[src/rtl/conv_inst_pack.sv]
// rtl/conv_inst_pack.sv - packs IN single conv instructions into one bundle for the loop stage (optional flush: CONV_INST_PACK_FLUSH_EN)
module conv_inst_pack #(
   parameter int IRW = 30,
   parameter int IN  = 3
) (
   input  logic              clk,
   input  logic              rst,
   input  logic [IRW-1:0]    m_inst,
   input  logic              m_valid,
   output logic              m_ready,
   input  logic              m_last,
   output logic [IRW*IN-1:0] s_inst,
   output logic              s_valid,
   input  logic              s_ready,
   output logic              idle
);

   localparam int             SW        = (IN > 1) ? $clog2(IN) : 1;
   localparam logic [SW-1:0]  LAST_SLOT = SW'(IN - 1);

   logic [SW-1:0]         r_slot;
   logic [IRW*(IN-1)-1:0] r_pack;
   logic [IRW*IN-1:0]     r_s_inst;
   logic                  r_s_valid;

   logic                  w_last_eff;
   logic                  w_complete_beat;
   logic                  w_accept;
   logic [IRW*IN-1:0]     w_bundle;

`ifdef CONV_INST_PACK_FLUSH_EN
   assign w_last_eff = m_last;
`else
   // m_last stays on the port but has no effect when flush is compiled out
   logic w_unused_last;
   assign w_unused_last = m_last;
   assign w_last_eff    = 1'b0;
`endif

   // A beat completes the bundle when it fills the top slot or closes it early
   assign w_complete_beat = (r_slot == LAST_SLOT) || w_last_eff;

   // Non-completing beats always fit; a completing beat needs the output register free or draining
   assign m_ready  = ~w_complete_beat | ~r_s_valid | s_ready;
   assign w_accept = m_valid & m_ready;

   // Assemble the outgoing bundle: held slots below r_slot, current beat at r_slot, zero padding above
   always_comb begin
      w_bundle = '0;
      for (int k = 0; k < IN - 1; k++) begin
         if (SW'(k) < r_slot) begin
            w_bundle[IRW*k +: IRW] = r_pack[IRW*k +: IRW];
         end
      end
      for (int k = 0; k < IN; k++) begin
         if (SW'(k) == r_slot) begin
            w_bundle[IRW*k +: IRW] = m_inst;
         end
      end
   end

   // Slot/pack bookkeeping and the output register with swap-on-drain
   always_ff @(posedge clk) begin
      if (rst) begin
         r_slot    <= '0;
         r_pack    <= '0;
         r_s_inst  <= '0;
         r_s_valid <= 1'b0;
      end else if (w_accept && w_complete_beat) begin
         r_s_inst  <= w_bundle;
         r_s_valid <= 1'b1;
         r_slot    <= '0;
         r_pack    <= '0;
      end else begin
         if (w_accept) begin
            for (int k = 0; k < IN - 1; k++) begin
               if (SW'(k) == r_slot) begin
                  r_pack[IRW*k +: IRW] <= m_inst;
               end
            end
            r_slot <= r_slot + SW'(1);
         end
         if (r_s_valid && s_ready) begin
            r_s_valid <= 1'b0;
         end
      end
   end

   assign s_inst  = r_s_inst;
   assign s_valid = r_s_valid;
   assign idle    = (r_slot == '0) && ~r_s_valid;

endmodule

[config.mk]
export PLATFORM = sky130hd
export DESIGN_NAME = conv_inst_pack
export DESIGN_NICKNAME = d
export VERILOG_FILES = /design/src/rtl/conv_inst_pack.sv
export SDC_FILE = /design/constraint.sdc
export NUM_CORES = 1
export LEC_CHECK = 0
export CELL_PAD_IN_SITES_DETAIL_PLACEMENT = 1
export CELL_PAD_IN_SITES_GLOBAL_PLACEMENT = 1
export CORE_MARGIN = 2
export CORE_UTILIZATION = 42
export CTS_BUF_LIST = sky130_fd_sc_hd__clkbuf_8 sky130_fd_sc_hd__clkbuf_16
export CTS_CLUSTER_SIZE = 25
export DETAILED_ROUTE_END_ITERATION = 10
export PLACE_DENSITY_LB_ADDON = 0.15
export RECOVER_POWER = 100
export SETUP_SLACK_MARGIN = 0.1
export SYNTH_ARGS = -nofsm -noshare
export SYNTH_HDL_FRONTEND = slang
export SYNTH_SLANG_ARGS = --single-unit
[constraint.sdc]
create_clock -name clk -period 4.31 [get_ports clk]
set_input_delay 1.0775 -clock clk [delete_from_list [all_inputs] [get_ports clk]]
set_output_delay 1.0775 -clock clk [all_outputs]
set_load 0.05 [all_outputs]
## Yosys cells after proc, flatten, opt, wreduce, memory -nomap -nowiden

Index checks and enable logic that the tools add are counted.

| operators by class | value |
|---|---|
| $lt $le $gt $ge | 2 |
| equality and inequality tests | 3 |
| multiplexer cells | 7 |
| add/sub/neg operators | 1 |
| reduce and logical (&&, ||, !) cells | 8 |
| bitwise logic cells | 5 |

Operators with widths:

| cell | count |
|---|---|
| 2-to-1 mux 30 bit | 5 |
| less-than comparator 1 x 2 -> 1 bit, first input constant | 2 |
| AND reduction 2 bit | 2 |
| logical AND 1 bit | 3 |
| adder 2 x 1 -> 2 bit, second input constant | 1 |
| equality test 1 x 2 -> 1 bit, first input constant | 1 |
| equality test 2 bit, first input constant | 1 |
| equality test 2 bit, second input constant | 1 |
| zero test 2 bit | 1 |
| 2-to-1 mux 1 bit | 2 |
| NOT 1 bit | 2 |
| bitwise OR 1 bit | 2 |
| nonzero test 2 bit | 1 |
| OR reduction 2 bit | 1 |
| bitwise AND 1 bit | 1 |

| storage, ports and cells | value |
|---|---|
| flip-flop bits (word level) | 153 |
| output and inout bits | 93 |
| logic and storage cells | 31 |

## Longest topological paths before layout

Gate-level depths: netlist (run 1).

| depth | value |
|---|---|
| depth after elaboration | 7 |
| depth in mapped cells | 8 |

## Least setup slack after synthesis (run 1)

OpenSTA, ideal clock, no wires.

| timing path | value |
|---|---|
| path kind | register to output |
| start point | reg r_slot[1] |
| end point | out idle |
| cell stages (with the launch flop) | 7 |
| buffers on the path | 3 |
| arrival | 1,868 ps |
| slack | 1,364 ps |
| path through | dfxtp_1 -> clkbuf_1 -> inv_1 -> ha_1 -> buf_2 -> buf_2 -> nor2b_1 |

| between the ends | value |
|---|---|
| word-level cells in the longest chain between the ends | 2 |

Ends and longest elaborated chain:

| item | line | RTL |
|---|---|---|
| from (decl) | 21 | `logic [SW-1:0] r_slot;` |
| from (signal assigned) | 81 | `r_slot <= r_slot + SW'(1);` |
| zero test 2 bit | 91 | `assign idle = (r_slot == '0) && ~r_s_valid;` |
| logical AND 1 bit | 91 |  |
| to (decl) | 15 | `output logic idle` |

No other way between the ends.

## Final worst setup path (run 1)

| timing path | value |
|---|---|
| start point | in s_ready |
| end point | out m_ready |

| between the ends | value |
|---|---|
| word-level cells in the longest chain between the ends | 1 |

Ends and longest elaborated chain:

| item | line | RTL |
|---|---|---|
| from (decl) | 14 | `input logic s_ready,` |
| bitwise OR 1 bit | 44 | `assign m_ready = ~w_complete_beat \| ~r_s_valid \| s_ready;` |
| to (decl) | 10 | `output logic m_ready,` |

No other way between the ends.

==> impl_metrics.py, run 1 <==
metrics = {
    "final_layout": {
        "area_growth_syn_to_layout_pct": 25.1,
        "fin_nets": 858,
        "final_cell_area_um2": 8200,
        "fin_cells": 1018,
        "drive_gt1_share_pct": 6.39,
        "antennaDiodeCount": 0,
        "final_util_pct": 53.9,
    },
    "timing": {
        "fin_crit_sh_pct": 75.3,
        "worst_pin_slew_ns": 1.54,
        "rsz0062_at_grt": "no",
        "tns_ns": 0,
        "final.setup.worst_slack_ns": 1.07,
        "whs_ns": 0.472,
        "maxSlewHeadroom_pct": -2.55,
        "fmax_mhz": 308,
        "fin_worst_skew_ns": 0.00479,
        "post-route-min-period_ns": 3.24,
        "finalSetupViolCount": 0,
        "maxSlewViolCount": 32,
        "hold_violations": 0,
    },
    "setup_path": {
        "start_kind": "input port",
        "crit_required_ns": 3.23,
        "rr_worst_depth": 6,
        "slowest_stage": "dlygate4sd3_1",
        "crit_chain": "dlygate4sd3_1 -> and3b_2 -> inv_2 -> buf_12",
        "end_kind": "output pin",
        "path_max_fanout": 3,
        "arrival_ns": 2.17,
        "crit_type": "in -> out",
        "cpPeakStageDelay_ns": 0.59,
    },
    "detailed_routing": {
        "routed_wl_um": 21500,
        "drt-pass1-iter-count": 5,
        "initialDrtViolationCount": 422,
        "drc_errors": 0,
        "via_count": 6198,
        "wl_per_cell_um": 21.1,
        "via_per_inst": 6.09,
        "ant_nets": 0,
    },
    "die": {
        "fp.dieW_um": 129,
        "initial_core_util_pct": 43.1,
        "die_h_um": 129,
        "core_um2": 15200,
        "dieArea_um2": 16600,
        "ios": 128,
        "num_rows": 45,
    },
    "placement": {
        "place_ws_ns": 0.930,
        "dp.cells": 989,
        "hpwl_um": 13200,
        "placed_area_um2": 7770,
        "port_buffers": 126,
        "gp_congestion": 0.759,
    },
    "logic_synthesis": {
        "avgSynthCellArea_um2": 8.76,
        "syn_nets": 786,
        "synth_cell_type_count": 23,
        "yosysSeqAreaShare_pct": 46.7,
        "syn_inst": 748,
        "yosysWarningCount": 0,
        "synth-seq-cells": 153,
        "netlist_area_um2": 6550,
    },
    "power": {
        "vdd.ir_drop.worst_v": 0.000320,
        "leakage_nw": 3.03,
        "p_clk_share_pct": 41.0,
        "seqPwrFrac_pct": 44.6,
        "power.share.switching_pct": 26.9,
        "power_switching_mw": 0.906,
        "intPower_mw": 2.47,
        "combPwrFrac_pct": 14.3,
        "p_per_area_nw_per_um2": 411,
        "finalPower_mw": 3.37,
    },
    "run": {
        "maxCapViolCount": 1,
    },
    "global_route": {
        "antenna_found_initial": 1,
        "grt_pass1_vias": 6335,
        "grt_pass1_wl_um": 33900,
        "grt_overflow_total": 0,
        "grt_max_degree": 63,
        "grtUsageTotal_pct": 26.2,
    },
    "cts": {
        "clkSinkCount": 153,
        "cts.path.max_buffers": 2,
        "worstSkewPairLatency_ns": 0.42,
        "cts_setup_buffers": 0,
        "clk_pin_slew_ns": 0.06,
        "cts_tree": "yes",
        "h-tree-depth": 4,
        "cts_hold_buf": 0,
        "tritoncts.num_buffers": 17,
        "ctsRootBufferMaster": "clkbuf_16",
        "postCtsResizedCells": 0,
    },
    "run_status": {
        "violations": "max-capacitance violations, max-slew violations",
        "status": "complete, but fails checks",
    },
    "worst_hold_path": {
        "hold_path_depth": 2,
        "hp-class": "reg -> reg",
    },
}
-- power groups by stage --
| stage | Sequential, mW | Clock (mW) | Combinational, mW |
|---|---|---|---|
| finish | 1.51 | 1.38 | 0.483 |
| global route | 1.51 | 1.46 | 0.517 |
| CTS | 1.51 | 1.41 | 0.505 |
| detailed placement | 1.54 | 0 | 0.503 |
| global placement | 1.53 | 0 | 0.489 |
| floorplan | 1.62 | 0 | 0.245 |
-- cells by family after synthesis --
kind of cell / after synthesis / synth area share (%)
buffers and inverters: 93 / 6.97
muxes: 30 / 4.58
DFF: 153 / 46.7
and+or+nand+nor: 163 / 13.2
adders and majority gates: 3 / 0.573
AOI/OAI and AO/OA: 306 / 28.0
-- cells in the mapped netlist (all sizes together) --
cell    number  share of area (%)
and2         3               0.32
clkbuf      48                2.7
nand2b       1              0.096
o21ai       92                7.0
buf         41                4.0
a21o         1               0.11
nand3       92                7.0
a311oi      30                4.0
mux2i       30                4.6
nand2       33                1.9
inv          4               0.23
nand3b      30                3.4
nor2b        2               0.19
a21oi      153                 13
a211oi      30                3.4
nor2         1              0.057
ha           3               0.57
dfxtp      153                 47
and3b        1               0.13
-- sequential cells by signal (all words and copies together) (netlist names) --
register  flops
s_valid       1
r_pack       60
s_inst       90
r_slot        2
-- layout make-up --
type / count / area, um2
inverter: 4 / 15.0
timing repair buffer: 142 / 1400
clock inverter: 8 / 58.8
multi-input combinational: 502 / 2950
sequential: 153 / 3060
tap: 188 / 235
clock buffer: 21 / 480
fill: 1777 / 7000
-- placed cells by master, fill, tap and decap left out --
master,Yosys,layout
nor2b_2,0,1
nand2b_4,0,1
a211oi_1,30,30
clkbuf_16,0,17
ha_1,3,1
inv_1,3,8
buf_4,0,14
inv_2,1,1
and2_4,1,1
a21oi_2,30,3
nand2_1,33,33
dlygate4sd3_1,0,94
clkdlybuf4s50_1,0,30
clkbuf_8,0,4
dfxtp_1,153,153
buf_12,0,2
nor2_2,0,1
o21ai_0,92,92
clkinv_2,0,2
and3b_2,0,1
clkbuf_2,0,1
nor2b_1,2,1
nand3b_1,30,30
a21oi_1,123,150
bufinv_16,0,1
mux2i_1,30,30
ha_2,0,2
nand3_1,92,92
and2_1,2,2
a21o_2,0,1
a311oi_1,30,30
clkbuf_1,48,1
-- per-layer routing --
| metal | part of all wire, % | vias to the layer above | GRT usage, % |
|---|---|---|---|
| met5 | 0.047 | - | 0 |
| met4 | 1.9 | 2 | 10.0 |
| li1 | - | 2879 | - |
| met3 | 4.7 | 35 | 5.07 |
| met2 | 48 | 189 | 42.7 |
| met1 | 45 | 3093 | 34.3 |
-- critical path: cells and delay by family --
| kind | cells | cell delay (ns) |
|---|---|---|
| buffers and inverters | 3 | 0.79 |
| and+or+nand+nor | 1 | 0.29 |
-- worst paths after layout --
check | slack (ns) | from | end
max | 1.07 | s_ready | m_ready
min | 0.47 | s_inst[62]$_SDFFE_PP0P_ | s_inst[62]$_SDFFE_PP0P_
max reg2reg | 1.56 | r_slot[1]$_SDFFE_PP0N_ | r_pack[59]$_SDFFE_PP0P_
min reg2reg | 0.47 | s_inst[62]$_SDFFE_PP0P_ | s_inst[62]$_SDFFE_PP0P_
Power figures use the tool's default switching activity.
==> inputs of run 2 (changes only) <==
- CORE_UTILIZATION: 42 -> 39
- clock period: 4.31 -> 3.1 ns (I/O delays scaled with it)
==> impl_metrics.py, run 2 (synthesis results as in run 1) <==
metrics = {
    "run_status": {
        "status": "finished clean",
    },
    "setup_path": {
        "rr_worst_depth": 5,
        "path_max_fanout": 15,
        "start_kind": "flip-flop",
        "cp-startpoint": "r_slot[1]$_SDFFE_PP0N_",
        "crit_required_ns": 2.32,
        "arrival_ns": 2.10,
        "r2r-end": "s_inst[38]$_SDFFE_PP0P_",
        "r2r_slack_ns": 0.39,
        "r2r_start": "r_slot[1]$_SDFFE_PP0N_",
        "crit_type": "reg -> out",
        "end_kind": "output pin",
    },
    "detailed_routing": {
        "wl_per_cell_um": 20.4,
        "drc_errors": 0,
        "drt-pass1-iter-count": 5,
        "via_per_inst": 5.75,
        "ant_nets": 0,
        "via_count": 6082,
        "routed_wl_um": 21600,
        "initialDrtViolationCount": 355,
    },
    "run": {
        "maxCapViolCount": 0,
    },
    "cts": {
        "cts_hold_buf": 0,
        "ctsRootBufferMaster": "clkbuf_16",
        "worstSkewPairLatency_ns": 0.43,
        "postCtsResizedCells": 0,
        "cts_setup_buffers": 0,
        "clk_pin_slew_ns": 0.06,
        "tritoncts.num_buffers": 17,
        "clkSinkCount": 153,
        "cts.path.max_buffers": 2,
        "cts_tree": "yes",
        "h-tree-depth": 4,
    },
    "timing": {
        "fin_worst_skew_ns": 0.00653,
        "finalSetupViolCount": 0,
        "tns_ns": 0,
        "fmax_mhz": 347,
        "post-route-min-period_ns": 2.88,
        "rsz0062_at_grt": "no",
        "maxSlewHeadroom_pct": 34.4,
        "maxSlewViolCount": 0,
        "hold_violations": 0,
        "worst_pin_slew_ns": 0.985,
        "fin_crit_sh_pct": 92.8,
        "final.setup.worst_slack_ns": 0.222,
    },
    "worst_hold_path": {
        "hold_end": "s_inst[62]$_SDFFE_PP0P_",
        "min-delay-start": "s_inst[62]$_SDFFE_PP0P_",
        "hp-class": "reg -> reg",
        "hold_path_depth": 2,
    },
    "power": {
        "vdd.ir_drop.worst_v": 0.000416,
        "leakage_nw": 3.06,
        "p_per_area_nw_per_um2": 558,
        "finalPower_mw": 4.62,
    },
    "die": {
        "fp.dieW_um": 134,
        "ios": 128,
        "num_rows": 47,
        "dieArea_um2": 17900,
        "initial_core_util_pct": 39.7,
        "die_h_um": 134,
        "core_um2": 16500,
    },
    "placement": {
        "gp_congestion": 0.752,
        "place_ws_ns": 0.432,
        "hpwl_um": 13900,
        "port_buffers": 126,
    },
    "global_route": {
        "grt_pass1_wl_um": 34500,
        "antenna_found_initial": 0,
        "grt_max_degree": 63,
        "grt_pass1_vias": 6213,
        "grtUsageTotal_pct": 24.6,
        "grt_overflow_total": 0,
    },
    "final_layout": {
        "final_util_pct": 50.0,
        "area_growth_syn_to_layout_pct": 26.2,
        "largest_reg_flops": 90,
        "drive_gt1_share_pct": 6.92,
        "antennaDiodeCount": 0,
        "layout_common_cells": "dfxtp_1 (153), a21oi_1 (152), nand3_1 (92), o21ai_0 (92), dlygate4sd3_1 (92)",
        "fin_nets": 866,
        "final_common_cell": "dfxtp_1",
    },
}
## run 2: changes by cell type in the layout (fill, tap and decap cells not counted), sizes merged
cell / before / now
clkinv: 2 / 4
bufinv: 1 / 0
clkbuf: 23 / 22
dlygate4sd3: 94 / 92
clkdlybuf4s50: 30 / 31
buf: 16 / 25
## run 2: worst max path at each step
stage,slack (ns),depth (start not counted),end
CTS,0.26,4,idle
global placement,0.46,4,m_ready
floorplan,0.46,6,idle
detailed placement,0.43,6,r_slot[1]$_SDFFE_PP0N_
finish,0.22,4,idle
global route,0.09,4,idle
## run 2: layout make-up
cell class              count  area, um2
well taps                 220        275
flip-flops and latches    153       3060
inverters                   4       15.0
clock buffers              20        467
fillers                  1875       8250
clock inverters             9       38.8
multi-input cells         502       2950
repair buffers            150       1470
## run 2: critical path, cell delays in order (launching register included)
cell      delay [ns]
dfxtp_1         0.50
inv_1           0.17
ha_2            0.49
nor2b_1         0.22
clkbuf_2        0.29
## run 2: power by group
group	switching (mW)	leakage (nW)	total, mW	internal [mW]
Sequential	0.0464	1.24	2.10	2.05
Combinational	0.446	1.55	0.681	0.234
Clock	0.790	0.273	1.84	1.05
Total	1.28	3.06	4.62	3.33
## run 2: routing by layer
| layer | vias to the layer above | global-route usage, % | routed length [um] |
|---|---|---|---|
| li1 | 2892 | - | - |
| met3 | 20 | 5.02 | 754 |
| met1 | 3046 | 32.5 | 10100 |
| met2 | 124 | 41.2 | 10500 |
| met5 | - | 0 | 0 |
| met4 | 0 | 6.44 | 256 |
## run 2: metrics by stage
step,cell area [um2],std cells,hold slack [ns]
floorplan,6550,748,0.450
global placement,7880,1029,0.460
detailed placement,7880,1029,0.470
CTS,8390,1058,0.477
global route,8270,1058,0.499
finish,8270,1058,0.476
